[config.mk]
export PLATFORM = sky130hd
export DESIGN_NAME = mem_port_arbiter
export DESIGN_NICKNAME = d
export VERILOG_FILES = /design/src/rtl/mem_arb_pkg.sv /design/src/rtl/mem_arb_pick.sv /design/src/rtl/mem_port_arbiter.sv
export SDC_FILE = /design/constraint.sdc
export NUM_CORES = 1
export LEC_CHECK = 0
export BUFFER_PORTS_ARGS = -buffer_cell sky130_fd_sc_hd__buf_2
export CAP_MARGIN = 20
export CORE_UTILIZATION = 31
export DETAILED_ROUTE_END_ITERATION = 8
export PLACE_DENSITY_LB_ADDON = 0.08
export SETUP_SLACK_MARGIN = 0.15
export SYNTH_ARGS = -nofsm -noshare
export SYNTH_HDL_FRONTEND = slang
export SYNTH_SLANG_ARGS = --single-unit
[constraint.sdc]
create_clock -name clk -period 1.7 [get_ports clk]
set_input_delay 0.425 -clock clk [delete_from_list [all_inputs] [get_ports clk]]
set_output_delay 0.425 -clock clk [all_outputs]
set_load 0.03 [all_outputs]
[src/rtl/mem_arb_pkg.sv]
// Shared types and elaboration helpers for mem_port_arbiter.
// The MEM_ARB_RR_EN macro selects round-robin arbitration; without it, arbitration is fixed priority.
package mem_arb_pkg;

    typedef enum logic [1:0] {
        IDLE   = 2'd0,
        ACCESS = 2'd1,
        DONE   = 2'd2
    } arb_state_t;

    // Index width for n channels; never narrower than one bit.
    function automatic int clog2(input int n);
        int w;
        w = 1;
        while ((1 << w) < n) w++;
        return w;
    endfunction

    function automatic bit nch_ok(input int n);
        return n >= 2;
    endfunction

endpackage

[src/rtl/mem_arb_pick.sv]
// Combinational winner selection: request vector plus last-served pointer to winning index.
// The MEM_ARB_RR_EN macro selects round-robin starting after the pointer; without it, the lowest index wins.
module mem_arb_pick
    import mem_arb_pkg::*;
#(
    parameter int NCH = 2,
    parameter int IW  = clog2(NCH)
) (
    input  logic [NCH-1:0] i_req,
    input  logic [IW-1:0]  i_ptr,
    output logic [IW-1:0]  o_idx,
    output logic           o_vld
);

`ifdef MEM_ARB_RR_EN
    logic [IW-1:0] w_cand;

    // Scan from farthest to nearest so the channel right after the pointer is assigned last and wins.
    always_comb begin
        o_idx  = '0;
        o_vld  = 1'b0;
        w_cand = '0;
        for (int k = NCH; k >= 1; k--) begin
            w_cand = IW'((int'(i_ptr) + k) % NCH);
            if (i_req[w_cand]) begin
                o_idx = w_cand;
                o_vld = 1'b1;
            end
        end
    end
`else
    logic          w_unused_ptr;
    logic [IW-1:0] w_cand;

    assign w_unused_ptr = ^i_ptr;

    always_comb begin
        o_idx  = '0;
        o_vld  = 1'b0;
        w_cand = '0;
        for (int i = NCH - 1; i >= 0; i--) begin
            w_cand = IW'(i);
            if (i_req[w_cand]) begin
                o_idx = w_cand;
                o_vld = 1'b1;
            end
        end
    end
`endif

endmodule

[src/rtl/mem_port_arbiter.sv]
// Arbitrates NCH requesters onto one shared memory port; FSM IDLE -> ACCESS -> DONE.
// The MEM_ARB_RR_EN macro enables round-robin arbitration (default build: fixed priority, channel 0 highest).
module mem_port_arbiter
    import mem_arb_pkg::*;
#(
    parameter int AW  = 32,
    parameter int DW  = 32,
    parameter int NCH = 2
) (
    input  logic              clk,
    input  logic              rst_n,
    input  logic [NCH-1:0]    req,
    input  logic [NCH-1:0]    we,
    input  logic [NCH*AW-1:0] addr,
    input  logic [NCH*DW-1:0] wdata,
    output logic [NCH-1:0]    gnt,
    output logic [NCH-1:0]    done,
    output logic [DW-1:0]     rdata,
    output logic              mem_en,
    output logic              mem_we,
    output logic [AW-1:0]     mem_addr,
    output logic [DW-1:0]     mem_wdata,
    input  logic [DW-1:0]     mem_rdata,
    input  logic              mem_ready
);

    localparam int IW = clog2(NCH);

    if (!nch_ok(NCH)) begin : g_nch_check
        $error("mem_port_arbiter: NCH must be at least 2");
    end

    arb_state_t    r_state;
    logic [IW-1:0] w_idx;
    logic          w_vld;
    logic [IW-1:0] w_ptr;
    logic [AW-1:0] w_addr  [NCH];
    logic [DW-1:0] w_wdata [NCH];

    for (genvar g = 0; g < NCH; g++) begin : g_unpack
        assign w_addr[g]  = addr[g*AW +: AW];
        assign w_wdata[g] = wdata[g*DW +: DW];
    end

    mem_arb_pick #(
        .NCH (NCH),
        .IW  (IW)
    ) u_pick (
        .i_req (req),
        .i_ptr (w_ptr),
        .o_idx (w_idx),
        .o_vld (w_vld)
    );

`ifdef MEM_ARB_RR_EN
    logic [IW-1:0] r_ptr;
    logic [IW-1:0] r_idx;

    // Pointer starts at the last channel so channel 0 is searched first after reset.
    always_ff @(posedge clk or negedge rst_n) begin
        if (!rst_n) begin
            r_ptr <= IW'(NCH - 1);
            r_idx <= '0;
        end else begin
            if (r_state == IDLE && w_vld) r_idx <= w_idx;
            if (r_state == DONE)          r_ptr <= r_idx;
        end
    end

    assign w_ptr = r_ptr;
`else
    assign w_ptr = '0;
`endif

    always_ff @(posedge clk or negedge rst_n) begin
        if (!rst_n) begin
            r_state   <= IDLE;
            gnt       <= '0;
            done      <= '0;
            mem_en    <= 1'b0;
            mem_we    <= 1'b0;
            mem_addr  <= '0;
            mem_wdata <= '0;
            rdata     <= '0;
        end else begin
            case (r_state)
                IDLE: begin
                    if (w_vld) begin
                        mem_addr  <= w_addr[w_idx];
                        mem_wdata <= w_wdata[w_idx];
                        mem_we    <= we[w_idx];
                        mem_en    <= 1'b1;
                        gnt       <= NCH'(1) << w_idx;
                        r_state   <= ACCESS;
                    end
                end
                ACCESS: begin
                    // Address and write data stay frozen until the memory acknowledges.
                    if (mem_ready) begin
                        rdata   <= mem_rdata;
                        mem_en  <= 1'b0;
                        mem_we  <= 1'b0;
                        done    <= gnt;
                        r_state <= DONE;
                    end
                end
                DONE: begin
                    done    <= '0;
                    gnt     <= '0;
                    r_state <= IDLE;
                end
                default: r_state <= IDLE;
            endcase
        end
    end

endmodule

Yosys cells after proc, flatten, opt, wreduce, memory -nomap -nowiden
Index checks and enable logic that the tools add are counted. Widths: inputs -> output; s select.

Flip-flop bits (word level): 104. Input bits: 167. Word-level logic and storage cells: 49.

Magnitude comparators: 2. Equality and inequality tests: 4. Shift-type cells: 1. Muxes and demuxes: 23. Bitwise logic cells: 1. Reductions and logical operators: 10.

Operator list (count): $mux 32 (6); $pmux 2 s2 (3); $reduce_and 2->1 (5); $mux 1 (8); $mux 2 (4); $reduce_bool 2->1 (3); $pmux 1 s2 (2); $reduce_and 3->1 (1); $eq 2x1->1 const B (1); $eq 2x2->1 const B (1); $ge 2x2->1 const B (1); $logic_not 2->1 (1); $lt 1x2->1 const B (1); $ne 2x1->1 const B (1); $ne 2x2->1 const B (1); $not 1->2 (1); $shl 1x1->2 const A (1).

Longest topological paths before layout
Gate-level depths: netlist of run 1.

Word-level depth: 6. Depth in mapped cells: 5. Mapped depth without buffers: 3.

By module
From an unflattened synthesis of run 1, not the netlist that was laid out.

Cells, all modules: 386. Area, all modules: 4649.5 um^2.

Modules (own cells, without submodules): mem_port_arbiter (instances 1, cells each 384, area each 4636.9 um^2, seq. area each 2602.5 um^2); mem_arb_pick (instances 1, cells each 2, area each 12.5 um^2, seq. area each 0.0 um^2).

Worst setup path after synthesis of run 1
OpenSTA, ideal clock, no wires.

Path type: register -> register. From: register r_state[1]. To: register mem_addr[10]. Library setup time: 0.125 ns. Arrival time: 1.412 ns. Setup slack: 0.163 ns. Cell stages (with the launch flop): 6. Buffers on the path: 3. Clock period less this slack: 1.537 ns. Path through: dfrtp_1 -> buf_2 -> nor3_2 -> buf_4 -> buf_6 -> mux2_4.

Longest elaborated chain between the ends: 2.

RTL lines: start: declaration (line mem_port_arbiter.sv:33) `arb_state_t r_state;`; start signal: assignment (line mem_port_arbiter.sv:77) `r_state <= IDLE;`; start signal: assignment (line mem_port_arbiter.sv:94) `r_state <= ACCESS;`; start signal: assignment (line mem_port_arbiter.sv:104) `r_state <= DONE;`; $logic_not 2->1 (line mem_port_arbiter.sv:86) `case (r_state)`; $reduce_and 2->1 (no source line); end signal: assignment (line mem_port_arbiter.sv:89) `mem_addr <= w_addr[w_idx];`; end: declaration (line mem_port_arbiter.sv:21) `output logic [AW-1:0] mem_addr,`.

Every way passes these cells. A chain may end at the register's enable or synchronous reset.

Worst setup path after layout of run 1
From: register r_state[0]. To: register mem_wdata[7].

Longest elaborated chain between the ends: 2.

RTL lines: $logic_not 2->1 (line mem_port_arbiter.sv:86); $reduce_and 2->1 (no source line); end signal: assignment (line mem_port_arbiter.sv:90) `mem_wdata <= w_wdata[w_idx];`; end: declaration (line mem_port_arbiter.sv:22) `output logic [DW-1:0] mem_wdata,`.

Every way passes these cells.

==> results of run 1 <==
## per-layer routing
metal | up-vias | part of all wire [%] | wire [um]
met1 | 1684 | 41 | 5280
met3 | 14 | 6.8 | 866
met2 | 137 | 50 | 6340
li1 | 1679 | - | -
met4 | 0 | 1.9 | 243
met5 | - | 0 | 0
## timing repair
action                     4_1_cts  5_1_grt
gates cloned                     1        0
setup endpoints to repair       60       15
buffers inserted                 2        0
hold buffers                     1        0
hold endpoints to repair        12        0
resized for setup                2        1
pin swaps                        1        0
## cell usage after synthesis
master / number
nand3b_2: 1
buf_6: 4
a21o_1: 1
nor3_1: 1
nor3_2: 1
a22oi_1: 1
buf_12: 5
nand2_1: 6
o21ai_0: 3
inv_1: 3
dfrtp_1: 104
mux2i_1: 2
mux2_2: 62
nand2b_1: 1
mux2_4: 98
or2_2: 2
buf_2: 7
buf_4: 3
nor2_1: 1
a22o_1: 2
a21oi_1: 3
## state kept, by name (all words and copies together) (netlist names)
signal and count:
done 2, mem_wdata 32, mem_en 1, mem_we 1, r_state 2, mem_addr 32, gnt 2, rdata 32
## worst max-delay path, stage by stage, from the launching register on
cell and delay, ns:
dfrtp_1 0.42, nor3_4 0.23, buf_12 0.15, buf_4 0.23, mux2_2 0.36
## kinds of logic after synthesis
family | count (synthesis) | share of synthesized area [%]
AO/OA/AOI/OAI | 10 | 1.22
buffers and inverters | 22 | 4.16
flip-flops | 104 | 50.6
multiplexers | 162 | 42.6
AND/OR/NAND/NOR | 13 | 1.39
## power groups by stage
stage	Clock (mW)	Combinational [mW]	Sequential, mW
finish	2.18	7.36	4.38
global route	2.35	7.76	4.55
CTS	2.27	7.48	4.39
detailed placement	0	7.29	4.41
global placement	0	7.22	4.42
floorplan	0	2.72	6.88
## area by class of cell
type                            count  area [um2]  share of cell area (%)
Multi-Input combinational cell    185        2340                    32.7
Clock inverter                      5        63.8                   0.893
Sequential cell                   104        2600                    36.4
Tap cell                          216         270                    3.78
Clock buffer                       11         253                    3.54
Inverter                            3        11.3                   0.158
Timing Repair Buffer              288        1610                    22.5
## per-stage QoR
| step | setup slack [ns] | power [mW] | instances | util [%] | hold WS (ns) |
|---|---|---|---|---|---|
| floorplan | 0.163 | 9.60 | 311 | - | 0.129 |
| global placement | 0.0249 | 11.6 | 792 | 42.1 | 0.312 |
| detailed placement | -0.0115 | 11.7 | 792 | 42.1 | 0.318 |
| CTS | 0.162 | 14.1 | 812 | 44.5 | 0.287 |
| global route | 0.152 | 14.7 | 812 | 44.5 | 0.291 |
| finish | 0.201 | 13.9 | 812 | 44.5 | 0.307 |
## worst paths after layout
kind,startpoint,cells past startpoint,endpoint,slack (ns)
hold reg to reg,mem_en,1,mem_en,0.48
max in group asynchronous,rst_n,3,r_state[1],0.64
setup / recovery,r_state[0],4,mem_wdata[7],0.20
min in group asynchronous,rst_n,2,mem_wdata[28],0.49
setup reg to reg,r_state[0],4,mem_wdata[7],0.20
hold / removal,mem_rdata[16],2,rdata[16],0.31
==> impl_results.md, run 1 <==
- Outcome: finished, final reports clean
- Vias: 3514
- Crit path DAT: 1.73 ns
- GRT met3 Usage: 3.79%
- Chip Height: 131 um
- Yosys top cell by area: dfrtp_1
- CTS buffer count: 9
- P&R area growth vs syn: 39.0%
- Register area share after synthesis: 50.6%
- Largest net degree at the start of global routing: 52
- Mapped cell area: 5140 um2
- Vias in the first global route: 3538
- Routability Congestion: 0.726
- Die area: 17100 um2
- CORE AREA: 16100 um2
- Slew @ Worst Pin: 0.292 ns
- # diodes: 0
- Htree depth: 3
- Clock slew at reported path FFs: 0.07 ns
- CTS tree: done
- Seq pwr share: 31.5%
- Final hold violations: 0
- Crit path time final: 1.50 ns
- Clock Path Buffers: 2
- Most used routing layer in global routing: met2
- Relative slew slack: 80.5%
- Met2 Usage GRT: 25.0%
- Root buf cell: clkbuf_16
- RSZ-0062 raised after global routing: false
- Hold Crit Class: input port to register
- Required time worst endpoint: 1.93 ns
- Post-Route WL: 12700 um
- Cells after Synth: 311
- Internal power: 8.10 mW
- Final Max Slew Viols: 0
- Overflow after GRT: 0
- Tcrit/Tclk final: 88.2%
- Synth Area per Inst: 16.5 um2
- Clock latency on the worst-skew pair: 0.35 ns
- Post-DR wirelength/cell: 15.7 um
- Power Dens Cells: 1950 nW/um2
- Most frequent cells in the layout: 267 x buf_2, 103 x dfrtp_1, 98 x mux2_4, 62 x mux2_2, 11 x buf_4
- Final setup viols: 0
- Fill count: 1538
- First-pass GRT wire length: 18800 um
- Met1 usage: 17.4%
- Antenna viol nets, final: 0
- Clock power share: 15.7%
- Setup Crit Path Kind: register to register
- IO Count: 269
- Fraction of layout cells with a size suffix above 1: 78.7%
- Yosys top cell area share: 50.6%
- Distinct cell type count after synthesis: 21
- Gr usage total: 14.7%
- Max cap viols: 0
- Clock sinks: 104
- Leak pwr: 3.73 nW
- Skew final: 0.00800 ns
- # DRC: 0
- Area after DPL: 6760 um2
- Startpoint Class: register
- Number of cell rows: 46
- Fmax: 0.667 GHz
- Top cells by area, synth: dfrtp_1 51%, mux2_4 29%, mux2_2 14%
- Power share of the combinational group: 52.9%
- Maximum vdd drop: 0.858 mV
- Critical path peak fanout: 13
- Drt via density: 4.33
- DR iter-0 viols: 68
- I/O Buffers: 268
- TritonRoute pass-1 iters: 4
- Setup_tns: 0 ns
- # nets final: 758
- Flops & latches, synth: 104
- Post-DP HPWL: 9400 um
- Die width: 131 um
- Initial antenna violation count: 0
- Switching power: 5.82 mW
- Warnings, synthesis: 0
- Kind of end point of the critical path: register
- Commonest non-fill, non-tap cell in the layout: buf_2
- Syn Nets: 478
- Starting Density: 32.0%
- Switching Fraction: 41.8%
- Final Cell Area: 7150 um2
No activity file was read; power rests on OpenSTA's default activity.
==> run 2, diff against run 1 <==
--- a/config.mk
+++ b/config.mk
@@ -7,5 +7,8 @@
 export LEC_CHECK = 0
+export ABC_AREA = 1
 export BUFFER_PORTS_ARGS = -buffer_cell sky130_fd_sc_hd__buf_2
 export CAP_MARGIN = 20
-export CORE_UTILIZATION = 31
+export CELL_PAD_IN_SITES_DETAIL_PLACEMENT = 1
+export CELL_PAD_IN_SITES_GLOBAL_PLACEMENT = 2
+export CORE_UTILIZATION = 23
 export DETAILED_ROUTE_END_ITERATION = 8
==> constraint.sdc (replaced) <==
create_clock -name clk -period 1.7 [get_ports clk]
set_input_delay 0.34 -clock clk [delete_from_list [all_inputs] [get_ports clk]]
set_output_delay 0.34 -clock clk [all_outputs]
set_load 0.03 [all_outputs]
==> run 2 against run 1 <==
Compared with the run above:
- hold slack worse by 0.14 ns
- largest cell class unchanged
- critical endpoint is now rdata[13]
- combinational power shrank 15%
- synthesized cell count grew 110%
- count of clock-buffer cells in the layout is 2 lower
- flip-flop and latch count did not move
- clock power about the same
- sequential power down 3%
- die area increased by 27%
- wire length up 37%
- register-to-register slack improved by 0.20 ns
- via count up 44%
- total power shrank 8.9%
==> impl_results.md, run 2 <==
- Fmax: 0.769 GHz (was 0.667 GHz)
- Post-Route WL: 17400 um (was 12700 um)
- Register area share after synthesis: 53.4% (was 50.6%)
- Chip Height: 148 um (was 131 um)
- Drt via density: 4.26 (was 4.33)
- Initial antenna violation count: 4 (was 0)
- Distinct cell type count after synthesis: 14 (was 21)
- Slew @ Worst Pin: 0.600 ns (was 0.292 ns)
- EDFF count, synth: 0 (unchanged)
- Final setup viols: 0 (unchanged)
- TritonRoute pass-1 iters: 4 (unchanged)
- CTS buffer count: 9 (unchanged)
- Final hold violations: 0 (unchanged)
- Number of cell rows: 52 (was 46)
- Synth Area per Inst: 7.41 um2 (was 16.5 um2)
- Htree depth: 3 (unchanged)
- Post-placement setup slack: 0.231 ns (was -0.0115 ns)
- Clock sinks: 104 (unchanged)
- Post-synthesis xor/xnor area fraction: 0% (unchanged)
- Vias in the first global route: 5320 (was 3538)
- Setup ws final: 0.399 ns (was 0.201 ns)
- Most frequent cells in the layout: 431 x nand2_1, 267 x buf_2, 104 x dfrtp_1, 69 x nand3_1, 10 x buf_4 (was 267 x buf_2, 103 x dfrtp_1, 98 x mux2_4, 62 x mux2_2, 11 x buf_4)
- Ys flop type: dfrtp_1 (unchanged)
- Warnings, synthesis: 0 (unchanged)
- Largest registers: mem_addr (32), mem_wdata (32), rdata (32) (unchanged)
- First-pass GRT wire length: 27900 um (was 18800 um)
- Worst Hold Endpoint: rdata[25] (was rdata[16])
- Worst R2R Start: r_state[1] (was r_state[0])
- # nets final: 1077 (was 758)
- R2R Path End: rdata[13] (was mem_wdata[7])
- Yosys top cell area share: 53.4% (was 50.6%)
- Tcrit/Tclk final: 76.5% (was 88.2%)
- Commonest cells post-synth: 432 x nand2_1, 104 x dfrtp_1, 69 x nand3_1, 24 x buf_2, 9 x clkbuf_1 (was 104 x dfrtp_1, 98 x mux2_4, 62 x mux2_2, 7 x buf_2, 6 x nand2_1)
- Internal power: 6.52 mW (was 8.10 mW)
- Fraction of layout cells with a size suffix above 1: 33.6% (was 78.7%)
- Outcome: finished, final reports clean (unchanged)
- Kind of end point of the critical path: register (unchanged)
- Clock power share: 17.0% (was 15.7%)
- Vias: 5065 (was 3514)
- Post-synthesis adder-cell area fraction: 0% (unchanged)
- Crit path time final: 1.30 ns (was 1.50 ns)
- Synth Area in Simple Gates: 40.9% (was 1.39%)
- DR iter-0 viols: 145 (was 68)
- Post-DP HPWL: 12900 um (was 9400 um)
- Crit path DAT: 1.58 ns (was 1.73 ns)
- Die area: 21800 um2 (was 17100 um2)
- Final Max Slew Viols: 0 (unchanged)
- Startpoint Class: register (unchanged)
- Async S/R FF share, synth: 100% (unchanged)
- Fill count: 2612 (was 1538)
- Root buf cell: clkbuf_16 (unchanged)
- Maximum vdd drop: 0.673 mV (was 0.858 mV)
- Postcts setup bufs: 0 (was 2)
- Critical path peak fanout: 35 (was 13)
- Yosys top cell by area: dfrtp_1 (unchanged)
- Mapped cell area: 4870 um2 (was 5140 um2)
- Gr usage total: 16.4% (was 14.7%)
- Required time worst endpoint: 1.98 ns (was 1.93 ns)
- Post-DR wirelength/cell: 14.6 um (was 15.7 um)
- Max cap viols: 0 (unchanged)
- Switching Fraction: 48.6% (was 41.8%)
- Setup Crit Path Kind: register to register (unchanged)
- P&R area growth vs syn: 39.8% (was 39.0%)
- Clock slew at reported path FFs: 0.08 ns (was 0.07 ns)
- Top cells by area, synth: dfrtp_1 53%, nand2_1 33%, nand3_1 7.1% (was dfrtp_1 51%, mux2_4 29%, mux2_2 14%)
- Hold Crit Class: input port to register (unchanged)
- Hold depth: 3 (was 2)
- Worst-case reg-to-reg path depth: 5 (was 4)
- Overflow after GRT: 0 (unchanged)
- # DRC: 0 (unchanged)
- Relative slew slack: 59.9% (was 80.5%)
- IO Count: 269 (unchanged)
- CTS tree: done (unchanged)
- Combinational family with the most area after synthesis: simple AND/OR/NAND/NOR gates (was multiplexers)
- CORE AREA: 20500 um2 (was 16100 um2)
- Seq pwr share: 33.7% (was 31.5%)
- Multiplexer area fraction after synthesis: 0% (was 42.6%)
- Routability Congestion: 0.746 (was 0.726)
- R2r setup slk: 0.40 ns (was 0.20 ns)
- Power Dens Cells: 1860 nW/um2 (was 1950 nW/um2)
- Leak pwr: 4.11 nW (was 3.73 nW)
- Cells after Synth: 657 (was 311)
- Antenna viol nets, final: 0 (unchanged)
- Clock Path Buffers: 2 (unchanged)
- RSZ-0062 raised after global routing: false (unchanged)
- Starting Density: 23.8% (was 32.0%)
- Commonest non-fill, non-tap cell in the layout: nand2_1 (was buf_2)
- Setup_tns: 0 ns (unchanged)
- Syn Nets: 824 (was 478)
- Die width: 148 um (was 131 um)
- Hold Crit Start: mem_rdata[25] (was mem_rdata[16])
- Clock latency on the worst-skew pair: 0.35 ns (about the same)
- I/O Buffers: 268 (unchanged)
- Skew final: 0.0154 ns (was 0.00800 ns)
- Count leader, synth: nand2_1 (was dfrtp_1)
- Switching power: 6.16 mW (was 5.82 mW)
- Compound-cell area share of the yosys netlist: 0.308% (was 1.22%)
- Flops & latches, synth: 104 (unchanged)
- Largest net degree at the start of global routing: 40 (was 52)
- Power share of the combinational group: 49.3% (was 52.9%)
-- run 2: changes by cell type after synthesis, sizes merged, moves of 2 or more --
cell	before	now
buf	19	32
clkbuf	0	9
nand3	0	70
mux2	160	0
or2	2	0
mux2i	2	0
a22o	2	0
o21ai	3	0
inv	3	6
nand2	6	433
a21oi	3	0
nor3	2	0
-- run 2: stage by stage --
stage / util, % / cell area (um2) / std cells / power (mW) / hold WS [ns]
global placement: 31.6 / 6490 / 1168 / 10.5 / 0.317
floorplan: - / 4870 / 657 / 8.52 / 0.0444
global route: 33.2 / 6810 / 1188 / 13.6 / 0.174
CTS: 33.2 / 6800 / 1185 / 12.9 / 0.160
detailed placement: 31.6 / 6490 / 1168 / 10.7 / 0.317
finish: 33.2 / 6810 / 1189 / 12.7 / 0.171
-- run 2: cell families (layout without fill, tap and decap cells) --
logic type | after synthesis | in the layout
AOI/OAI and AO/OA | 2 | 2
buffers and inverters | 47 | 305
other | 0 | 4
and+or+nand+nor | 504 | 504
DFF | 104 | 104
-- run 2: cell type report --
cell class / count / area (um2) / share of cell area (%)
flip-flops and latches: 104 / 2600 / 38.2
inverters: 6 / 22.5 / 0.331
clock buffers: 9 / 225 / 3.31
well taps: 270 / 338 / 4.96
multi-input cells: 506 / 2010 / 29.6
diodes: 4 / 10.0 / 0.147
clock inverters: 7 / 76.3 / 1.12
repair buffers: 283 / 1520 / 22.3
-- run 2: critical path: stages (launching register included) --
cell	delay, ns
dfrtp_1	0.42
inv_2	0.07
nand3_2	0.07
inv_2	0.46
nand2_1	0.12
nand2_1	0.09
-- run 2: worst max path at each step --
| stage | start | to | slack (ns) | cells after the start |
|---|---|---|---|---|
| after floorplan | r_state[1] | mem_addr[13] | 0.51 | 6 |
| after global placement | req[0] | gnt[1] | 0.26 | 6 |
| after detailed placement | req[0] | gnt[1] | 0.23 | 6 |
| after CTS | r_state[1] | rdata[13] | 0.36 | 5 |
| after global routing | r_state[1] | rdata[13] | 0.23 | 5 |
| final | r_state[1] | rdata[13] | 0.40 | 5 |
-- run 2: layer usage --
layer | GRT usage, % | vias up | share of wire (%) | wire length [um]
li1 | - | 2527 | - | -
met1 | 20.4 | 2363 | 45 | 7760
met2 | 27.5 | 162 | 47 | 8170
met3 | 4.57 | 13 | 7.0 | 1230
met4 | 5.41 | 0 | 1.4 | 235
met5 | 0 | - | 0 | 0
-- run 2: what timing repair did --
action,4_1_cts,5_1_grt
hold endpoints to repair,31,0
hold buffers,1,0
resized for setup,0,0
-- run 2: power by group through the flow --
stage          Combinational [mW]  Sequential [mW]  Clock, mW
6_report                     6.25             4.27       2.15
5_1_grt                      6.85             4.44       2.35
4_1_cts                      6.40             4.29       2.24
3_5_place_dp                 6.39             4.32          0
3_3_place_gp                 6.26             4.28          0
2_1_floorplan                1.97             6.55          0
